==> config.mk <==
export PLATFORM = sky130hd
export DESIGN_NAME = mvp_rd_arb
export DESIGN_NICKNAME = d
export VERILOG_FILES = /design/src/rtl/mvp_pkg.sv /design/src/rtl/mvp_rd_arb_fifo.sv /design/src/rtl/mvp_rd_arb.sv
export SDC_FILE = /design/constraint.sdc
export NUM_CORES = 1
export LEC_CHECK = 0
export ABC_AREA = 1
export BUFFER_PORTS_ARGS = -buffer_cell sky130_fd_sc_hd__buf_2
export CAP_MARGIN = 20
export CORE_AREA = 5 5 513 515
export DETAILED_ROUTE_END_ITERATION = 6
export DIE_AREA = 0 0 518 520
export HOLD_SLACK_MARGIN = 0.05
export SYNTH_ARGS = -nofsm -noshare
export SYNTH_HDL_FRONTEND = slang
export SYNTH_SLANG_ARGS = --single-unit
==> constraint.sdc <==
create_clock -name clk -period 3.2 [get_ports clk]
set_input_delay 0.16 -clock clk [delete_from_list [all_inputs] [get_ports clk]]
set_output_delay 0.16 -clock clk [all_outputs]
set_load 0.02 [all_outputs]
==> src/rtl/mvp_pkg.sv <==
// Shared constants and types for the MVP read-path blocks.
package mvp_pkg;

    // AXI burst length field width (beats-1)
    localparam int AXI_LEN_W           = 8;

    // Default number of bursts allowed in flight on the DDR read port
    localparam int MAX_OUTSTANDING_DEF = 4;

    // Requester indices as wired inside mvp_top
    typedef enum logic [1:0] {
        REQ_KSK = 2'd0,
        REQ_MAT = 2'd1,
        REQ_VEC = 2'd2
    } req_idx_e;

    // Index of the requester examined at position 'offset' of a round-robin
    // scan that starts just after 'base'
    function automatic int rr_index(input int base, input int offset, input int n);
        return (base + offset) % n;
    endfunction

endpackage

==> src/rtl/mvp_rd_arb_fifo.sv <==
// In-order tag FIFO: remembers which requester owns each accepted burst.
// DEPTH must be a power of two so the pointers wrap naturally.
module mvp_rd_arb_fifo
    import mvp_pkg::*;
#(
    parameter int W     = 2,
    parameter int DEPTH = MAX_OUTSTANDING_DEF
) (
    input  logic                       clk,
    input  logic                       rst_n,
    input  logic                       push,
    input  logic [W-1:0]               din,
    input  logic                       pop,
    output logic [W-1:0]               dout,
    output logic [$clog2(DEPTH+1)-1:0] count,
    output logic                       full,
    output logic                       empty
);

    localparam int PW    = $clog2(DEPTH);
    localparam int CNT_W = $clog2(DEPTH+1);

    logic [W-1:0]     mem_r [DEPTH];
    logic [PW-1:0]    wr_ptr_r;
    logic [PW-1:0]    rd_ptr_r;
    logic [CNT_W-1:0] count_r;
    logic             do_push_s;
    logic             do_pop_s;

    assign empty = (count_r == CNT_W'(0));
    assign full  = (count_r == CNT_W'(DEPTH));
    assign count = count_r;
    assign dout  = mem_r[rd_ptr_r];

    // A pop only happens with data present; a push into a full FIFO is only
    // accepted when the same cycle frees a slot.
    assign do_pop_s  = pop & ~empty;
    assign do_push_s = push & (~full | do_pop_s);

    // Storage array; contents are only observed while count is non-zero
    always_ff @(posedge clk) begin
        if (do_push_s) begin
            mem_r[wr_ptr_r] <= din;
        end else begin
            mem_r[wr_ptr_r] <= mem_r[wr_ptr_r];
        end
    end

    // Pointer and occupancy bookkeeping
    always_ff @(posedge clk or negedge rst_n) begin
        if (!rst_n) begin
            wr_ptr_r <= '0;
            rd_ptr_r <= '0;
            count_r  <= '0;
        end else begin
            if (do_push_s) begin
                wr_ptr_r <= wr_ptr_r + PW'(1);
            end else begin
                wr_ptr_r <= wr_ptr_r;
            end
            if (do_pop_s) begin
                rd_ptr_r <= rd_ptr_r + PW'(1);
            end else begin
                rd_ptr_r <= rd_ptr_r;
            end
            case ({do_push_s, do_pop_s})
                2'b10:   count_r <= count_r + CNT_W'(1);
                2'b01:   count_r <= count_r - CNT_W'(1);
                default: count_r <= count_r;
            endcase
        end
    end

endmodule

==> src/rtl/mvp_rd_arb.sv <==
// Round-robin arbiter sharing the single DDR AXI read channel among the
// read engines. One AR is held in a register towards DDR; the owner of every
// accepted burst is queued so R beats (returned in order, ID 0) can be
// steered back until rlast.
// Optional build macro: MVP_RD_ARB_PERF_EN adds perf_burst_cnt/perf_stall_cnt.
module mvp_rd_arb
    import mvp_pkg::*;
#(
    parameter int NUM_REQ         = 3,
    parameter int AXI_ADDR_WIDTH  = 64,
    parameter int AXI_DATA_WIDTH  = 512,
    parameter int MAX_OUTSTANDING = MAX_OUTSTANDING_DEF
) (
    input  logic                                 clk,
    input  logic                                 rst_n,
    input  logic [NUM_REQ-1:0]                   req_arvalid,
    output logic [NUM_REQ-1:0]                   req_arready,
    input  logic [NUM_REQ*AXI_ADDR_WIDTH-1:0]    req_araddr,
    input  logic [NUM_REQ*AXI_LEN_W-1:0]         req_arlen,
    output logic [NUM_REQ-1:0]                   req_rvalid,
    input  logic [NUM_REQ-1:0]                   req_rready,
    output logic [AXI_DATA_WIDTH-1:0]            req_rdata,
    output logic                                 req_rlast,
    output logic                                 data_axi_arvalid,
    input  logic                                 data_axi_arready,
    output logic [AXI_ADDR_WIDTH-1:0]            data_axi_araddr,
    output logic [AXI_LEN_W-1:0]                 data_axi_arlen,
    input  logic                                 data_axi_rvalid,
    output logic                                 data_axi_rready,
    input  logic [AXI_DATA_WIDTH-1:0]            data_axi_rdata,
    input  logic                                 data_axi_rlast,
    output logic [$clog2(MAX_OUTSTANDING+1)-1:0] outstanding,
    output logic                                 arb_idle
`ifdef MVP_RD_ARB_PERF_EN
    ,
    output logic [31:0]                          perf_burst_cnt,
    output logic [31:0]                          perf_stall_cnt
`endif
);

    localparam int TAG_W = $clog2(NUM_REQ);
    localparam int OUT_W = $clog2(MAX_OUTSTANDING+1);

    logic                      ar_valid_r;
    logic [AXI_ADDR_WIDTH-1:0] ar_addr_r;
    logic [AXI_LEN_W-1:0]      ar_len_r;
    logic [TAG_W-1:0]          last_grant_r;

    logic                      can_grant_s;
    logic                      grant_s;
    logic [TAG_W-1:0]          winner_s;
    int                        cand_s;
    logic                      hit_s;
    logic [AXI_ADDR_WIDTH-1:0] win_addr_s;
    logic [AXI_LEN_W-1:0]      win_len_s;

    logic [TAG_W-1:0]          head_s;
    logic [OUT_W-1:0]          fifo_count_s;
    logic                      fifo_full_s;
    logic                      fifo_empty_s;
    logic                      pop_s;

    // The AR slot is free if empty or draining this cycle; a full tag FIFO
    // blocks grants even when a pop happens in the same cycle.
    assign can_grant_s = (~ar_valid_r | data_axi_arready) & ~fifo_full_s;

    // Round-robin scan starting just after the previous winner
    always_comb begin
        grant_s  = 1'b0;
        winner_s = '0;
        cand_s   = 0;
        hit_s    = 1'b0;
        for (int k = 1; k <= NUM_REQ; k++) begin
            cand_s   = rr_index(int'(last_grant_r), k, NUM_REQ);
            hit_s    = can_grant_s & ~grant_s & req_arvalid[cand_s];
            winner_s = hit_s ? TAG_W'(cand_s) : winner_s;
            grant_s  = grant_s | hit_s;
        end
    end

    // One-hot accept towards the winning requester and its request payload
    always_comb begin
        req_arready = '0;
        for (int i = 0; i < NUM_REQ; i++) begin
            req_arready[i] = grant_s & (winner_s == TAG_W'(i));
        end
        win_addr_s = req_araddr[winner_s*AXI_ADDR_WIDTH +: AXI_ADDR_WIDTH];
        win_len_s  = req_arlen[winner_s*AXI_LEN_W +: AXI_LEN_W];
    end

    // R steering: only the burst owner at the FIFO head sees the beat
    always_comb begin
        req_rvalid      = '0;
        data_axi_rready = 1'b0;
        for (int i = 0; i < NUM_REQ; i++) begin
            if (!fifo_empty_s && (head_s == TAG_W'(i))) begin
                req_rvalid[i]   = data_axi_rvalid;
                data_axi_rready = req_rready[i];
            end else begin
                req_rvalid[i]   = 1'b0;
            end
        end
    end

    assign req_rdata = data_axi_rdata;
    assign req_rlast = data_axi_rlast;
    assign pop_s     = data_axi_rvalid & data_axi_rready & data_axi_rlast;

    // AR holding register towards DDR; stays stable until accepted
    always_ff @(posedge clk or negedge rst_n) begin
        if (!rst_n) begin
            ar_valid_r <= 1'b0;
            ar_addr_r  <= '0;
            ar_len_r   <= '0;
        end else if (grant_s) begin
            ar_valid_r <= 1'b1;
            ar_addr_r  <= win_addr_s;
            ar_len_r   <= win_len_s;
        end else if (data_axi_arready) begin
            ar_valid_r <= 1'b0;
        end else begin
            ar_valid_r <= ar_valid_r;
        end
    end

    // Remember the last winner; reset value gives requester 0 first priority
    always_ff @(posedge clk or negedge rst_n) begin
        if (!rst_n) begin
            last_grant_r <= TAG_W'(NUM_REQ-1);
        end else if (grant_s) begin
            last_grant_r <= winner_s;
        end else begin
            last_grant_r <= last_grant_r;
        end
    end

    mvp_rd_arb_fifo #(
        .W     (TAG_W),
        .DEPTH (MAX_OUTSTANDING)
    ) u_tag_fifo (
        .clk   (clk),
        .rst_n (rst_n),
        .push  (grant_s),
        .din   (winner_s),
        .pop   (pop_s),
        .dout  (head_s),
        .count (fifo_count_s),
        .full  (fifo_full_s),
        .empty (fifo_empty_s)
    );

    assign data_axi_arvalid = ar_valid_r;
    assign data_axi_araddr  = ar_addr_r;
    assign data_axi_arlen   = ar_len_r;
    assign outstanding      = fifo_count_s;
    assign arb_idle         = (fifo_count_s == OUT_W'(0)) & ~ar_valid_r
                              & (req_arvalid == NUM_REQ'(0));

`ifdef MVP_RD_ARB_PERF_EN
    logic [31:0] perf_burst_r;
    logic [31:0] perf_stall_r;

    // Accepted-AR and blocked-request counters, free-running with wrap
    always_ff @(posedge clk or negedge rst_n) begin
        if (!rst_n) begin
            perf_burst_r <= 32'd0;
            perf_stall_r <= 32'd0;
        end else begin
            if (ar_valid_r && data_axi_arready) begin
                perf_burst_r <= perf_burst_r + 32'd1;
            end else begin
                perf_burst_r <= perf_burst_r;
            end
            if ((req_arvalid != NUM_REQ'(0)) && !grant_s) begin
                perf_stall_r <= perf_stall_r + 32'd1;
            end else begin
                perf_stall_r <= perf_stall_r;
            end
        end
    end

    assign perf_burst_cnt = perf_burst_r;
    assign perf_stall_cnt = perf_stall_r;
`else
    // Performance counters are not built in this configuration.
`endif

endmodule

Yosys cells after proc, flatten, opt, wreduce, memory -nomap -nowiden
Memories as Yosys holds them, arrays and structs flattened.
Index checks and enable logic that the tools add are counted.
{ "totals": {"out_inout_bits": 597, "n_memories": 1, "wordCells": 92, "mem_bits_rw": 8, "regBits": 82, "input_bits": 739} }
{ "memory_table": {"columns": ["memory", "depth", "width", "rd", "rd_ports_with_merged_regs", "write_ports", "line", "rtl"], "rows": [
  ["u_tag_fifo.mem_r", 4, 2, 1, 0, 1, "mvp_rd_arb_fifo.sv:23", "logic [W-1:0] mem_r [DEPTH];"]
]} }
{ "classes": {"div_mod_pow": 3, "reduce_logical": 11, "mux": 25, "bitwise": 25, "magnitude_cmp": 3, "n_addsub": 7, "shift": 2, "n_eq_ne": 8} }
{ "op_table": {"columns": ["cell", "count"], "rows": [
  ["indexed part select 192 x 9 -> 64 bit", 1],
  ["less-than comparator 32 x 4 -> 1 bit (second input constant)", 3],
  ["remainder unit 32 x 3 -> 32 bit (second input constant)", 3],
  ["indexed part select 24 x 6 -> 8 bit", 1],
  ["two-way mux 1 bit", 17],
  ["bitwise AND 1 bit", 15],
  ["two-way mux 2 bit", 4],
  ["adder 2 x 2 -> 3 bit (second input constant)", 2],
  ["binary-select mux 1 bit (select 2 bit)", 3],
  ["equality test 2 x 1 -> 1 bit (second input constant)", 3],
  ["equality test 2 bit (second input constant)", 3],
  ["zero test 3 bit", 2],
  ["case mux 3 bit (2 select lines)", 1],
  ["inverter 1 bit", 5],
  ["bitwise OR 1 bit", 5],
  ["adder 2 x 1 -> 2 bit (second input constant)", 2],
  ["zero test 2 bit", 2],
  ["nonzero test 2 bit", 2],
  ["adder 2 x 1 -> 3 bit (second input constant)", 1],
  ["adder 3 x 1 -> 3 bit (second input constant)", 1],
  ["equality test 3 bit (second input constant)", 1],
  ["logical AND 1 bit", 3],
  ["subtractor 3 x 1 -> 3 bit (second input constant)", 1],
  ["AND reduction 2 bit", 1],
  ["other kinds (2)", 2]
]} }

Logic depth before layout (Yosys ltp)
Gate-level depths: netlist (run 1).
{ "depth": {"depth_word": 18, "mapped_depth": 19} }

Cells and area by module
Synthesis (run 1) repeated with hierarchy kept, for this count alone.
{ "hier_totals": {"hier_cells": 1372, "area_unflattened_um2": 9634.2} }
{ "modules_own_cells": {"columns": ["mod", "area_per_inst_um2", "seq_area_each_um2", "instances", "cells_each"], "rows": [
  ["mvp_rd_arb", 8859.7, 1878.1, 1, 1288],
  ["mvp_rd_arb_fifo", 774.5, 415.4, 1, 84]
]} }

Least setup slack after synthesis (run 1)
No wires, ideal clock.
{ "synth_path": {"kind": "register -> register", "startpoint": "register last_grant_r[1]", "endpoint": "register u_tag_fifo.count_r[2] (netlist: u_tag_fifo.count[2])", "setup_ps": 131, "n_path_buf": 2, "t_required_ps": 3069, "path_stages_with_launch": 17, "arrival_ps": 2719, "path_slack_ps": 350, "cell_sequence": "dfstp_2 -> ha_1 -> inv_2 -> nand2_1 -> nand3_1 -> nand2_2 -> nand3_1 -> nand2_1 -> nor2_4 -> buf_4 -> buf_2 -> ha_1 -> inv_1 -> fa_1 -> a21oi_1 -> o21ai_0 -> xor2_1"} }
{ "synth_between": {"elab_chain_len": 17} }
{ "synth_rtl": {"columns": ["element", "line", "rtl"], "rows": [
  ["start, declared", "mvp_rd_arb.sv:47", "logic [TAG_W-1:0] last_grant_r;"],
  ["start signal, assigned", "mvp_rd_arb.sv:129", "last_grant_r <= TAG_W'(NUM_REQ-1);"],
  ["start signal, assigned", "mvp_rd_arb.sv:131", "last_grant_r <= winner_s;"],
  ["start signal, assigned", "mvp_rd_arb.sv:133", "last_grant_r <= last_grant_r;"],
  ["adder 2 x 1 -> 3 bit", "mvp_pkg.sv:20", "return (base + offset) % n;"],
  ["remainder unit 32 x 3 -> 32 bit", "mvp_pkg.sv:20", null],
  ["binary-select mux 1 bit (select 2 bit)", "mvp_rd_arb.sv:75", "hit_s = can_grant_s & ~grant_s & req_arvalid[cand_s];"],
  ["two-way mux 1 bit (implied by the code) (2 in a row)", "mvp_rd_arb.sv:75", null],
  ["bitwise AND 1 bit", "mvp_rd_arb.sv:75", null],
  ["inverter 1 bit", "mvp_rd_arb.sv:75", null],
  ["bitwise AND 1 bit (2 in a row)", "mvp_rd_arb.sv:75", null],
  ["bitwise OR 1 bit", "mvp_rd_arb.sv:77", "grant_s = grant_s | hit_s;"],
  ["inverter 1 bit", "mvp_rd_arb.sv:75", null],
  ["bitwise AND 1 bit (2 in a row)", "mvp_rd_arb.sv:75", null],
  ["bitwise OR 1 bit (*)", "mvp_rd_arb.sv:77", null],
  ["bitwise AND 1 bit (*)", "mvp_rd_arb_fifo.sv:38", "assign do_push_s = push & (~full | do_pop_s);"],
  ["equality test 2 x 1 -> 1 bit / equality test 2 bit (equally long branches)", "mvp_rd_arb_fifo.sv:66", "case ({do_push_s, do_pop_s})"],
  ["case mux 3 bit (2 select lines) / nonzero test 2 bit (equally long branches)", null, null],
  ["end signal, assigned", "mvp_rd_arb_fifo.sv:67", "2'b10: count_r <= count_r + CNT_W'(1);"],
  ["end signal, assigned", "mvp_rd_arb_fifo.sv:68", "2'b01: count_r <= count_r - CNT_W'(1);"],
  ["end signal, assigned", "mvp_rd_arb_fifo.sv:69", "default: count_r <= count_r;"],
  ["end, declared", "mvp_rd_arb_fifo.sv:26", "logic [CNT_W-1:0] count_r;"]
]} }
Mark *: on every way between the ends. The rest lies on a longest branch, timed or not. The select of a mux whose other input is x is not followed.
A chain may end at the register's enable or synchronous reset.

Worst setup path after layout (run 1)
{ "layout_path": {"startpoint": "register last_grant_r[1]", "endpoint": "register ar_addr_r[3] (netlist: data_axi_araddr[3])"} }
{ "layout_between": {"elab_chain_len": 15} }
{ "layout_rtl": {"columns": ["element", "line", "rtl"], "rows": [
  ["adder 2 x 1 -> 3 bit", "mvp_pkg.sv:20", null],
  ["remainder unit 32 x 3 -> 32 bit", "mvp_pkg.sv:20", null],
  ["binary-select mux 1 bit (select 2 bit)", "mvp_rd_arb.sv:75", null],
  ["two-way mux 1 bit (implied by the code) (2 in a row)", "mvp_rd_arb.sv:75", null],
  ["bitwise AND 1 bit", "mvp_rd_arb.sv:75", null],
  ["inverter 1 bit", "mvp_rd_arb.sv:75", null],
  ["bitwise AND 1 bit (2 in a row)", "mvp_rd_arb.sv:75", null],
  ["bitwise OR 1 bit", "mvp_rd_arb.sv:77", null],
  ["inverter 1 bit", "mvp_rd_arb.sv:75", null],
  ["bitwise AND 1 bit (2 in a row)", "mvp_rd_arb.sv:75", null],
  ["two-way mux 2 bit", "mvp_rd_arb.sv:76", "winner_s = hit_s ? TAG_W'(cand_s) : winner_s;"],
  ["indexed part select 192 x 9 -> 64 bit", "mvp_rd_arb.sv:87", "win_addr_s = req_araddr[winner_s*AXI_ADDR_WIDTH +: AXI_ADDR_WIDTH];"],
  ["end signal, assigned", "mvp_rd_arb.sv:117", "ar_addr_r <= win_addr_s;"],
  ["end, declared", "mvp_rd_arb.sv:45", "logic [AXI_ADDR_WIDTH-1:0] ar_addr_r;"]
]} }
Parallel ways exist; a longest one is shown, timed or not. The select of a mux whose other input is x is not followed.

==> results.md, run 1 <==
* Final GP Congestion at 0.907
* Global-route wire length before repair at 225000 microns
* Worst Max-Slew Pin Slew at 0.790 ns
* FMAX at 319 MHz
* First-pass DRT Iterations at 7
* Seq. cell area at around 0.0023 sq mm
* Slew Viols, Final at 0
* Final setup viols at 0
* ANT nets after route at 0
* Post-synth EDFFs at 8
* Antenna violations before repair at 29
* Ys async rst share at 91.1%
* Max-Cap Viols at 0
* Port Buf Inserts at 311
* Synth Warn # at 0
* Final Critical Period at about 3.1 ns
* Slew margin rel. at 47.3%
* Multi-input logic area at around 0.0027 sq mm
* CTS buffer count at 9
* Path type of the worst min-delay path: in2reg
* I/O Pins at 1336
* Most common cell after layout, fill and taps aside: buf_2
* GR Overflow Total at 0
* PD cells at approximately 1200 mW/mm^2
* CTS sink cnt at 90
* Placed insts at 4541
* Setup crit end: data_axi_araddr[3]
* Mapped cell area at 0.00979 sq mm
* Unrepaired setup endpoints after global routing: true
* Post-Syn Area per Cell at a little over 7 sq um
* Post-synthesis sequential area ratio at 23.4%
* Worst-case clock buffer depth at 2
* Synth Flop Type: dfrtp_1
* Fillers at 30600
* CP Max Fanout at 30
* CTS root buf: clkbuf_16
* Synthesis-stage register bit count at 90
* Critical path endpoint category: flip-flop
* Vias in the first global route at slightly above 9000
* Commonest cells after routing, fill and taps aside: buf_2, nand3_1, nand2_1, dlygate4sd3_1, inv_1
* Die W at 518 microns
* Final Hold Vio Count at 0
* Peak supply drop at between 0.0007 and 0.0008 V
* Startpoint of the worst hold path: req_araddr[111]
* Clock Latency Late Sink at between 0.4 and 0.5 ns
* End of the worst register-to-register path: data_axi_araddr[3]
* Area growth, synth to finish at 40.4%
* Worst Hold Slack at 0.109 ns
* Total core area at 0.258 sq mm
* CP Data Arrival Time at 3.52 ns
* Post-Synthesis Cells at approximately 1400
* Initial DRC Count at 393
* Status: finished clean
* Rows at between 150 and 200
* Library cells used by synthesis at 30
* Total GRT Usage at 14.5%
* Dpl hpwl at 193000 microns
* Die ar. at 0.269 sq mm
* Die Ht at about 520 microns
* Setup CP Type: reg2reg
* CP startpoint: last_grant_r[1]
* Starting density of the core at 3.79%
* Post-route DRC at 0
* CTS tree: done
* Reg clk slew, reported paths at 0.12 ns
* Vias/cell at 1.91
* Wire per inst at 43.2 microns
* Htree depth at 3
* RR Startpoint: last_grant_r[1]
* Net Count, Synth at 2118
* WL final at 205000 microns
* Required time of the critical path at 3.59 ns
* Final clock skew at between 0.02 and 0.025 ns
* Cells on worst reg2reg path at 12
* Largest net degree at the start of global routing at 55
* Layout cells sized above 1 at 29.7%
* Startpoint Class: flip-flop
* Layout Cells excl Fill at 4738
* Nets at 2070
* Worst R2R Setup Slack at 0.07 ns
* Fraction of the cycle the final worst path needs at around 98%
* Leakage Power at 5.42 nW
* Vias post-DR at ~9100
power breakdown:
part           total (mW)  switching, mW  internal (mW)  leakage (nW)
Sequential           2.31          0.410           1.90          1.02
Combinational        12.8           9.22           3.62          4.25
Clock                1.39          0.830          0.562         0.149
Total                16.5           10.5           6.08          5.42
Yosys cell counts (all sizes together), types with 2 or more instances:
cell type	instances	area share [%]
nand3	196	10
edfxtp	8	2.5
dfrtp	81	21
xor2	2	0.18
ha	7	0.89
clkbuf	6	0.23
o21ai	7	0.36
nand2	194	7.7
nor2	50	2.2
buf	556	43
xnor2	2	0.18
a21oi	76	4.7
inv	174	6.7
nor3	3	0.15
nand4	5	0.32
through the flow:
step	util [%]	power, mW	setup WS [ns]	cell area (sq um)	TNS, ns
5_1_grt	5.32	17.8	-0.0613	13700	-0.0695
4_1_cts	5.27	16.5	0.0316	13600	0
3_3_place_gp	4.51	14.3	0.245	11600	0
3_5_place_dp	4.51	14.3	0.277	11600	0
2_1_floorplan	-	9.29	0.350	9790	0
6_report	5.32	16.5	0.0682	13800	0
worst min-delay path by stage:
stage,to,slack [ns],depth (start not counted)
after global routing,data_axi_araddr[23],0.07,5
after global placement,u_tag_fifo.rd_ptr_r[0],0.20,1
after floorplan,data_axi_araddr[0],-0.14,0
after detailed placement,u_tag_fifo.rd_ptr_r[1],0.20,1
after CTS,data_axi_araddr[47],0.05,5
final,data_axi_araddr[47],0.11,5
final cells by class:
cell class	count	share of cell area [%]
inverters	174	4.78
repair buffers	503	25.7
well taps	3402	31.0
diodes	8	0.146
clock inverters	7	0.555
multi-input cells	545	19.6
flip-flops and latches	90	16.7
clock buffers	9	1.64
timing repair:
| action | 4_1_cts | 5_1_grt |
|---|---|---|
| hold buffers | 167 | 0 |
| resized for setup | 1 | 8 |
| endpoints found under the hold margin | 124 | 0 |
| cloned | 0 | 2 |
| pin swaps | 0 | 2 |
| buffers inserted | 0 | 4 |
| setup endpoints to repair | 1 | 18 |
routing by layer:
metal / up-vias / track usage (%) / wire length, microns
met3: 262 / 26.0 / 77500
li1: 3620 / - / -
met4: 12 / 3.76 / 6370
met5: - / 0.965 / 402
met2: 1485 / 22.1 / 86600
met1: 3672 / 6.81 / 34000
kinds of logic after synthesis:
| logic type | count (synthesis) | share of synthesized area (%) |
|---|---|---|
| buf+inv | 736 | 49.4 |
| flops | 90 | 23.4 |
| xor+xnor | 4 | 0.358 |
| compound gates | 83 | 5.01 |
| fa+ha+maj | 8 | 1.10 |
| simple gates | 450 | 20.7 |
worst max-delay path, cell delays in order, from the launching register on:
cell           delay [ns]
dfstp_2              0.55
inv_1                0.05
ha_1                 0.28
inv_2                0.14
nand3_1              0.10
nand2_2              0.13
nand3_4              0.10
nor2_8               0.17
nand2_4              0.33
nand3_1              0.26
nand3_1              0.09
dlygate4sd3_1        0.57
a21oi_1              0.14
sequential cells by signal (all words and copies together), names as in the netlist:
register,flops
u_tag_fifo.count,3
data_axi_araddr,64
u_tag_fifo.rd_ptr_r,2
last_grant_r,2
u_tag_fifo.mem_r,8
data_axi_arlen,8
u_tag_fifo.wr_ptr_r,2
data_axi_arvalid,1
No activity file was read; power rests on OpenSTA's default activity.
==> inputs of run 2 (changes only) <==
--- a/config.mk
+++ b/config.mk
@@ -6,12 +6,14 @@
 export NUM_CORES = 1
 export LEC_CHECK = 0
 export ABC_AREA = 1
+export ABC_CLOCK_PERIOD_IN_PS = 3200
 export BUFFER_PORTS_ARGS = -buffer_cell sky130_fd_sc_hd__buf_2
 export CAP_MARGIN = 20
 export CORE_AREA = 5 5 513 515
 export DETAILED_ROUTE_END_ITERATION = 6
 export DIE_AREA = 0 0 518 520
 export HOLD_SLACK_MARGIN = 0.05
+export REMOVE_ABC_BUFFERS = 1
 export SYNTH_ARGS = -nofsm -noshare
 export SYNTH_HDL_FRONTEND = slang
 export SYNTH_SLANG_ARGS = --single-unit
==> results.md, run 2 (synthesis results as in run 1) <==
* Status: finished clean
* Total core area at 0.258 sq mm (unchanged)
* Reg clk slew, reported paths at 0.12 ns (about the same)
* Startpoint Class: flip-flop
* Initial DRC Count at 1254 (+220%)
* Cells on worst reg2reg path at 13 (+1)
* WL final at 367000 microns (+79%)
* CTS buffer count at 9 (unchanged)
* Antenna violations before repair at 39 (+34%)
* Final core occ at 5.15% (-0.18 points)
* First-pass DRT Iterations at 5 (-2)
* Vias in the first global route at 8698 (-5.1%)
* Slew Viols, Final at 0 (unchanged)
* Tot Pwr at 14.4 mW (-13%)
* Largest net degree at the start of global routing at 62 (+13%)
* Multi-input logic area at 0.00266 sq mm (-1.1%)
* Starting density of the core at 3.79% (unchanged)
* I/O Pins at 1336 (unchanged)
* Die ar. at 0.269 sq mm (unchanged)
* Max-Cap Viols at 0 (unchanged)
* ANT nets after route at 0 (unchanged)
* Setup CP Type: reg2out
* Seq. cell area at 0.00229 sq mm (unchanged)
* PD cells at 1080 mW/mm^2 (-9.8%)
* RR Startpoint: last_grant_r[1]
* CTS tree: done
* Area growth, synth to finish at 35.8%
* Port Buf Inserts at 311 (unchanged)
* CTS root buf: clkbuf_16
* Leakage Power at 5.21 nW (-3.8%)
* Worst Max-Slew Pin Slew at 1.08 ns (+0.292 ns)
* Worst-case clock buffer depth at 2 (unchanged)
* Required time of the critical path at 3.04 ns (-0.55 ns)
* Dpl hpwl at 356000 microns (+85%)
* Worst R2R Setup Slack at 0.25 ns (+0.18 ns)
* Total GRT Usage at 26.3% (+12 points)
* Final Hold Vio Count at 0 (unchanged)
* FMAX at 333 MHz (+4.2%)
* Die Ht at 520 microns (unchanged)
* Critical path endpoint category: output port
* CP startpoint: last_grant_r[1]
* Fraction of the cycle the final worst path needs at 94.0% (-3.9 points)
* Fin worst setup slack at 0.193 ns (+0.125 ns)
* Commonest cells after routing, fill and taps aside: buf_2, nand3_1, nand2_1, inv_1, dlygate4sd3_1
* Final setup viols at 0 (unchanged)
* GR Overflow Total at 0 (unchanged)
* End of the worst register-to-register path: data_axi_arlen[3]
* Rows at 187 (unchanged)
* Vias post-DR at 10500 (+16%)
* Htree depth at 3 (unchanged)
* Final clock skew at 0.0455 ns (+0.0224 ns)
* CTS sink cnt at 90 (unchanged)
* Die W at 518 microns (unchanged)
* Unrepaired setup endpoints after global routing: true
* CP Max Fanout at 26 (-13%)
* Global-route wire length before repair at 388000 microns (+73%)
* CP Data Arrival Time at 2.85 ns (-0.67 ns)
* Clock Latency Late Sink at 0.46 ns (about the same)
* Final Critical Period at 3.01 ns (-0.125 ns)
* Vias/cell at 2.22 (+16%)
* Peak supply drop at 0.000588 V (-20%)
* Path type of the worst min-delay path: in2reg
* Nets at 2034 (-1.7%)
* Post-route DRC at 0 (unchanged)
* Setup WS pre-CTS at 0.172 ns (-0.105 ns)
* Final GP Congestion at 1.48 (+63%)
* Wire per inst at 78.0 microns (+80%)
* Slew margin rel. at 27.6% (-20 points)
* Fillers at 30700 (+0.35%)
* Max FFs per register at 64 (unchanged)
* Setup crit end: req_arready[0]
* Layout cells sized above 1 at 30.7% (+1.1 points)
* Most common cell after layout, fill and taps aside: buf_2
* Worst Hold Slack at 0.0687 ns (-0.0405 ns)
-- run 2: changes by cell type in the layout (fill, tap and decap cells not counted), sizes merged --
cell / change
clkbuf: -1
clkinvlp: +1
buf: +6
dlygate4sd3: -40
diode: +11
inv: +1
clkinv: -3
-- run 2: area by class of cell --
type / count / area share (%)
flip-flops and latches: 90 / 17.2
diodes: 19 / 0.358
inverters: 174 / 4.91
multi-input cells: 545 / 20.0
repair buffers: 467 / 23.2
clock buffers: 10 / 1.80
well taps: 3402 / 32.0
clock inverters: 6 / 0.423
-- run 2: how the worst min path moves through the flow --
stage,startpoint,cells past startpoint,slack [ns],endpoint
final,req_araddr[65],5,0.07,data_axi_araddr[1]
after global placement,rst_n,1,0.17,data_axi_arlen[3]
after floorplan,rst_n,0,-0.14,data_axi_araddr[0]
after global routing,req_araddr[143],3,0.08,data_axi_araddr[15]
after CTS,req_araddr[72],5,0.05,data_axi_araddr[8]
after detailed placement,rst_n,1,0.17,data_axi_arlen[0]
-- run 2: metrics by stage --
stage,TNS (ns),instances,cell area (sq um)
finish,0,4713,13300
floorplan,-2.60,809,5600
CTS,0,4694,13200
global route,-0.0151,4704,13300
global placement,0,4551,11700
detailed placement,0,4551,11700
-- run 2: power by group --
part / internal (mW) / leakage [nW] / switching [mW] / total [mW]
Clock: 0.566 / 0.143 / 0.676 / 1.24
Combinational: 2.97 / 4.05 / 7.94 / 10.9
Sequential: 1.90 / 1.02 / 0.368 / 2.27
Total: 5.44 / 5.21 / 8.99 / 14.4
-- run 2: layer usage --
| layer | vias to the layer above | track usage [%] | routed length (microns) |
|---|---|---|---|
| met3 | 219 | 42.1 | 123000 |
| met5 | - | 16.7 | 6580 |
| met2 | 2232 | 48.7 | 191000 |
| met4 | 86 | 10.8 | 18500 |
| met1 | 4388 | 5.60 | 28700 |
| li1 | 3560 | - | - |
-- run 2: critical path, stage by stage, from the launching register on --
cell and delay [ns]:
dfstp_2 0.55, ha_1 0.29, inv_2 0.15, nand2_1 0.06, nand3_1 0.08, nand2_2 0.10
nand3_1 0.13, nand2_1 0.11, nor2_4 0.20, buf_6 0.34, nor3_1 0.12, clkbuf_4 0.20
-- run 2: repair_timing --
action	in CTS	in global routing
endpoints found under the hold margin	91	0
endpoints found under the setup margin	0	19
hold buffers	127	0
setup buffers	0	0
resized for setup	0	5
==> inputs of run 3 (changes only) <==
--- a/config.mk
+++ b/config.mk
@@ -5,15 +5,15 @@
 export SDC_FILE = /design/constraint.sdc
 export NUM_CORES = 1
 export LEC_CHECK = 0
-export ABC_AREA = 1
 export ABC_CLOCK_PERIOD_IN_PS = 3200
 export BUFFER_PORTS_ARGS = -buffer_cell sky130_fd_sc_hd__buf_2
-export CAP_MARGIN = 20
-export CORE_AREA = 5 5 513 515
+export CAP_MARGIN = 10
+export CORE_AREA = 5 5 511 513
 export DETAILED_ROUTE_END_ITERATION = 6
-export DIE_AREA = 0 0 518 520
+export DIE_AREA = 0 0 516 518
 export HOLD_SLACK_MARGIN = 0.05
 export REMOVE_ABC_BUFFERS = 1
 export SYNTH_ARGS = -nofsm -noshare
 export SYNTH_HDL_FRONTEND = slang
 export SYNTH_SLANG_ARGS = --single-unit
+export TNS_END_PERCENT = 100
==> results.md, run 3 <==
* Status: finished clean
* Crit-path leading delay family: buffers and inverters
* Final GP Congestion at 1.38 (-6.2%)
* Die ar. at 0.267 sq mm (-0.77%)
* Path type of the worst min-delay path: in2reg
* Met1 Resource Use GR at 4.76% (-0.83 points)
* Unrepaired setup endpoints after global routing: false
* Peak supply drop at 0.000551 V (-6.3%)
* Clock share of power at 12.8% (+4.2 points)
* Vias/cell at 2.12 (-4.6%)
* Post-Synth Adder-Cell Area at 1.39% (+0.29 points)
* Vias in the first global route at 7506 (-14%)
* Rows at 186 (-0.53%)
* CP Data Arrival Time at 3.34 ns (+0.49 ns)
* Layout Cells excl Fill at 4336 (-8.0%)
* Leakage Power at 4.24 nW (-19%)
* Setup WS pre-CTS at 0.436 ns (+0.264 ns)
* Synth Warn # at 0 (unchanged)
* Slew margin rel. at 29.5% (+1.8 points)
* Setup CP Type: reg2reg
* Slew Viols, Final at 0 (unchanged)
* Critical path endpoint category: flip-flop
* Post-Synth XOR/XNOR Area at 0.614% (+0.26 points)
* Fillers at 30100 (-2.0%)
* FMAX at 329 MHz (-1.1%)
* Logic gate share of total power at 65.4% (-10 points)
* Htree depth at 3 (unchanged)
* PD cells at 790 mW/mm^2 (-27%)
* Worst Max-Slew Pin Slew at 1.06 ns (-0.0247 ns)
* Switching power at 5.28 mW (-41%)
* Mapped cell area at 0.00856 sq mm (-13%)
* Synth Area in Simple Gates at 5.44% (-15 points)
* Ys async rst share at 91.1% (unchanged)
* CTS tree: done
* Max FFs per register at 64 (unchanged)
* Reg clk slew, reported paths at 0.08 ns (-0.04 ns)
* Post-synthesis mux area share at 5.28% (+5.3 points)
* Layout cells sized above 1 at 38.3% (+7.6 points)
* WL final at 362000 microns (-1.5%)
* I/O Pins at 1336 (unchanged)
* Final clock skew at 0.0116 ns (-0.0340 ns)
* Antenna violations before repair at 47 (+21%)
* Most common cell after layout, fill and taps aside: buf_2
* Largest family of logic cells by synthesized area: buffers and inverters
* ANT nets after route at 0 (unchanged)
* Initial DRC Count at 819 (-35%)
* Yosys top cell by area: buf_4
* Worst-case clock buffer depth at 2 (unchanged)
* Total core area at 0.256 sq mm (-0.99%)
* Largest net degree at the start of global routing at 83 (+34%)
* # resized after CTS at 0 (unchanged)
* CP Buf/Inv Count at 4 (+1)
* Top-area cell type share of the netlist area at 45.3% (+5.6 points)
* Clock Latency Late Sink at 0.44 ns (-0.02 ns)
* GR Util met3 at 43.5% (+1.3 points)
* Area growth, synth to finish at 46.1%
* GR peak layer: met2
* Post-synthesis sequential area ratio at 26.8% (+3.4 points)
* Fin worst setup slack at 0.160 ns (-0.0327 ns)
* Pint at 4.59 mW (-16%)
* CTS root buf: clkbuf_16
* Critical Path Slowest Stage Cell: dlygate4sd3_1
* Vias post-DR at 9199 (-12%)
* Die W at 516 microns (-0.39%)
* Total GRT Usage at 26.1% (-0.18 points)
* CTS buffer count at 9 (unchanged)
* Post-synth EDFFs at 8 (unchanged)
* Starting density of the core at 3.35% (-0.45 points)
* Synthesis-stage register bit count at 90 (unchanged)
* CP Max Fanout at 36 (+38%)
* Max-Cap Viols at 0 (unchanged)
* Library cells used by synthesis at 43 (+43%)
* Die Ht at 518 microns (-0.38%)
* Dpl hpwl at 353000 microns (-1.0%)
* Final Critical Period at 3.04 ns (+0.0327 ns)
* Critical-path cell list: inv_1 -> ha_1 -> nor3_1 -> a21o_1 -> or2_4 -> buf_12 -> buf_4 -> mux2i_1 -> dlygate4sd3_1 -> o21ai_0
* Placed insts at 4136 (-9.1%)
* Fraction of the cycle the final worst path needs at 95.0% (+1.0 points)
* Startpoint Class: flip-flop
* Nets at 1677 (-18%)
* Final Hold Vio Count at 0 (unchanged)
* Required time of the critical path at 3.50 ns (+0.46 ns)
* Max incr delay on CP at 0.59 ns (+0.04 ns)
* Post-Synthesis Cells at 976 (-29%)
* Post-synthesis compound-gate area fraction at 12.2% (+7.2 points)
* Most frequent cell after synthesis: buf_4
* First-pass DRT Iterations at 5 (unchanged)
* Synth Flop Type: dfrtp_1
* Commonest cells post-synth: buf_4, dfrtp_1, nor2_1, mux2i_1, nand2_1
* Port Buf Inserts at 311 (unchanged)
* Switch share at 53.5% (-8.8 points)
* GR Overflow Total at 0 (unchanged)
* Synth top area cells: buf_4, dfrtp_1, mux2i_1, a22oi_1, o31ai_1
* Flop pwr share at 21.8% (+6.0 points)
* CTS sink cnt at 90 (unchanged)
* Grt met2 use at 48.0% (-0.66 points)
* Post-route DRC at 0 (unchanged)
* Post-Syn Area per Cell at 8.77 sq um (+23%)
* Final setup viols at 0 (unchanged)
* Commonest cells after routing, fill and taps aside: buf_2, dlygate4sd3_1, dfrtp_1, nor2_1
* Global-route wire length before repair at 379000 microns (-2.4%)
* Wire per inst at 83.4 microns (+7.0%)
-- run 3: path summary, 6_finish.rpt --
kind                                startpoint                endpoint  slack (ns)  cells past startpoint
setup / recovery               last_grant_r[1]     data_axi_araddr[42]        0.16                     10
hold / removal                 req_araddr[131]      data_axi_araddr[3]        0.08                      3
setup reg to reg               last_grant_r[1]     data_axi_araddr[42]        0.16                     10
hold reg to reg            data_axi_araddr[55]     data_axi_araddr[55]        0.48                      2
max in group asynchronous                rst_n       data_axi_arlen[1]        2.31                      3
min in group asynchronous                rst_n  u_tag_fifo.wr_ptr_r[1]        0.29                      3
-- run 3: kinds of logic after synthesis --
group	after synthesis
DFF	90
muxes	42
adders and majority gates	9
xor gates and xnor gates	6
and+or+nand+nor	109
AOI/OAI and AO/OA	157
buffers and inverters	563
-- run 3: tightest hold or removal path, stage by stage --
cell	delay (ns)
buf_2	0.10
o22ai_1	0.12
o31ai_1	0.09
-- run 3: power groups by stage --
stage          sequential (mW)  clock, mW  combinational, mW
2_1_floorplan             2.68          0               2.31
3_3_place_gp              2.15          0               6.08
3_5_place_dp              2.16          0               6.10
4_1_cts                   2.14       1.33               6.67
5_1_grt                   2.22       1.36               6.85
6_report                  2.15       1.27               6.46
-- run 3: what timing repair did --
item | in CTS | in global routing
setup buffers | 0 | 1
hold buffers | 166 | 0
endpoints found under the hold margin | 154 | 0
endpoints found under the setup margin | 0 | 16
-- run 3: area by class of cell --
cell class                 instances  area, sq um  area share, %
timing repair buffer             494         3400           27.2
inverter                          12         45.0          0.360
multi-input combinational        323         2180           17.4
clock buffer                      10          239           1.91
tap                             3384         4230           33.9
sequential                        90         2290           18.3
clock inverter                     6         73.8          0.590
antenna                           17         42.5          0.340
-- run 3: layer usage --
layer	vias to the layer above	share of wire [%]	routed length [microns]
li1	2661	-	-
met1	3763	6.7	24100
met2	2462	52	187000
met3	243	35	127000
met4	70	5.7	20700
met5	-	1.0	3750
-- run 3: through the flow --
step / area (sq um) / TNS (ns) / utilization, % / hold WS, ns / total power [mW]
final: 12500 / 0 / 4.89 / 0.0819 / 9.87
after detailed placement: 10500 / 0 / 4.10 / -0.0133 / 8.26
after CTS: 12500 / 0 / 4.87 / 0.0523 / 10.1
after global placement: 10500 / 0 / 4.10 / -0.0157 / 8.23
after floorplan: 4470 / -85.39 / - / -0.136 / 4.98
after global routing: 12500 / 0 / 4.88 / 0.0743 / 10.4
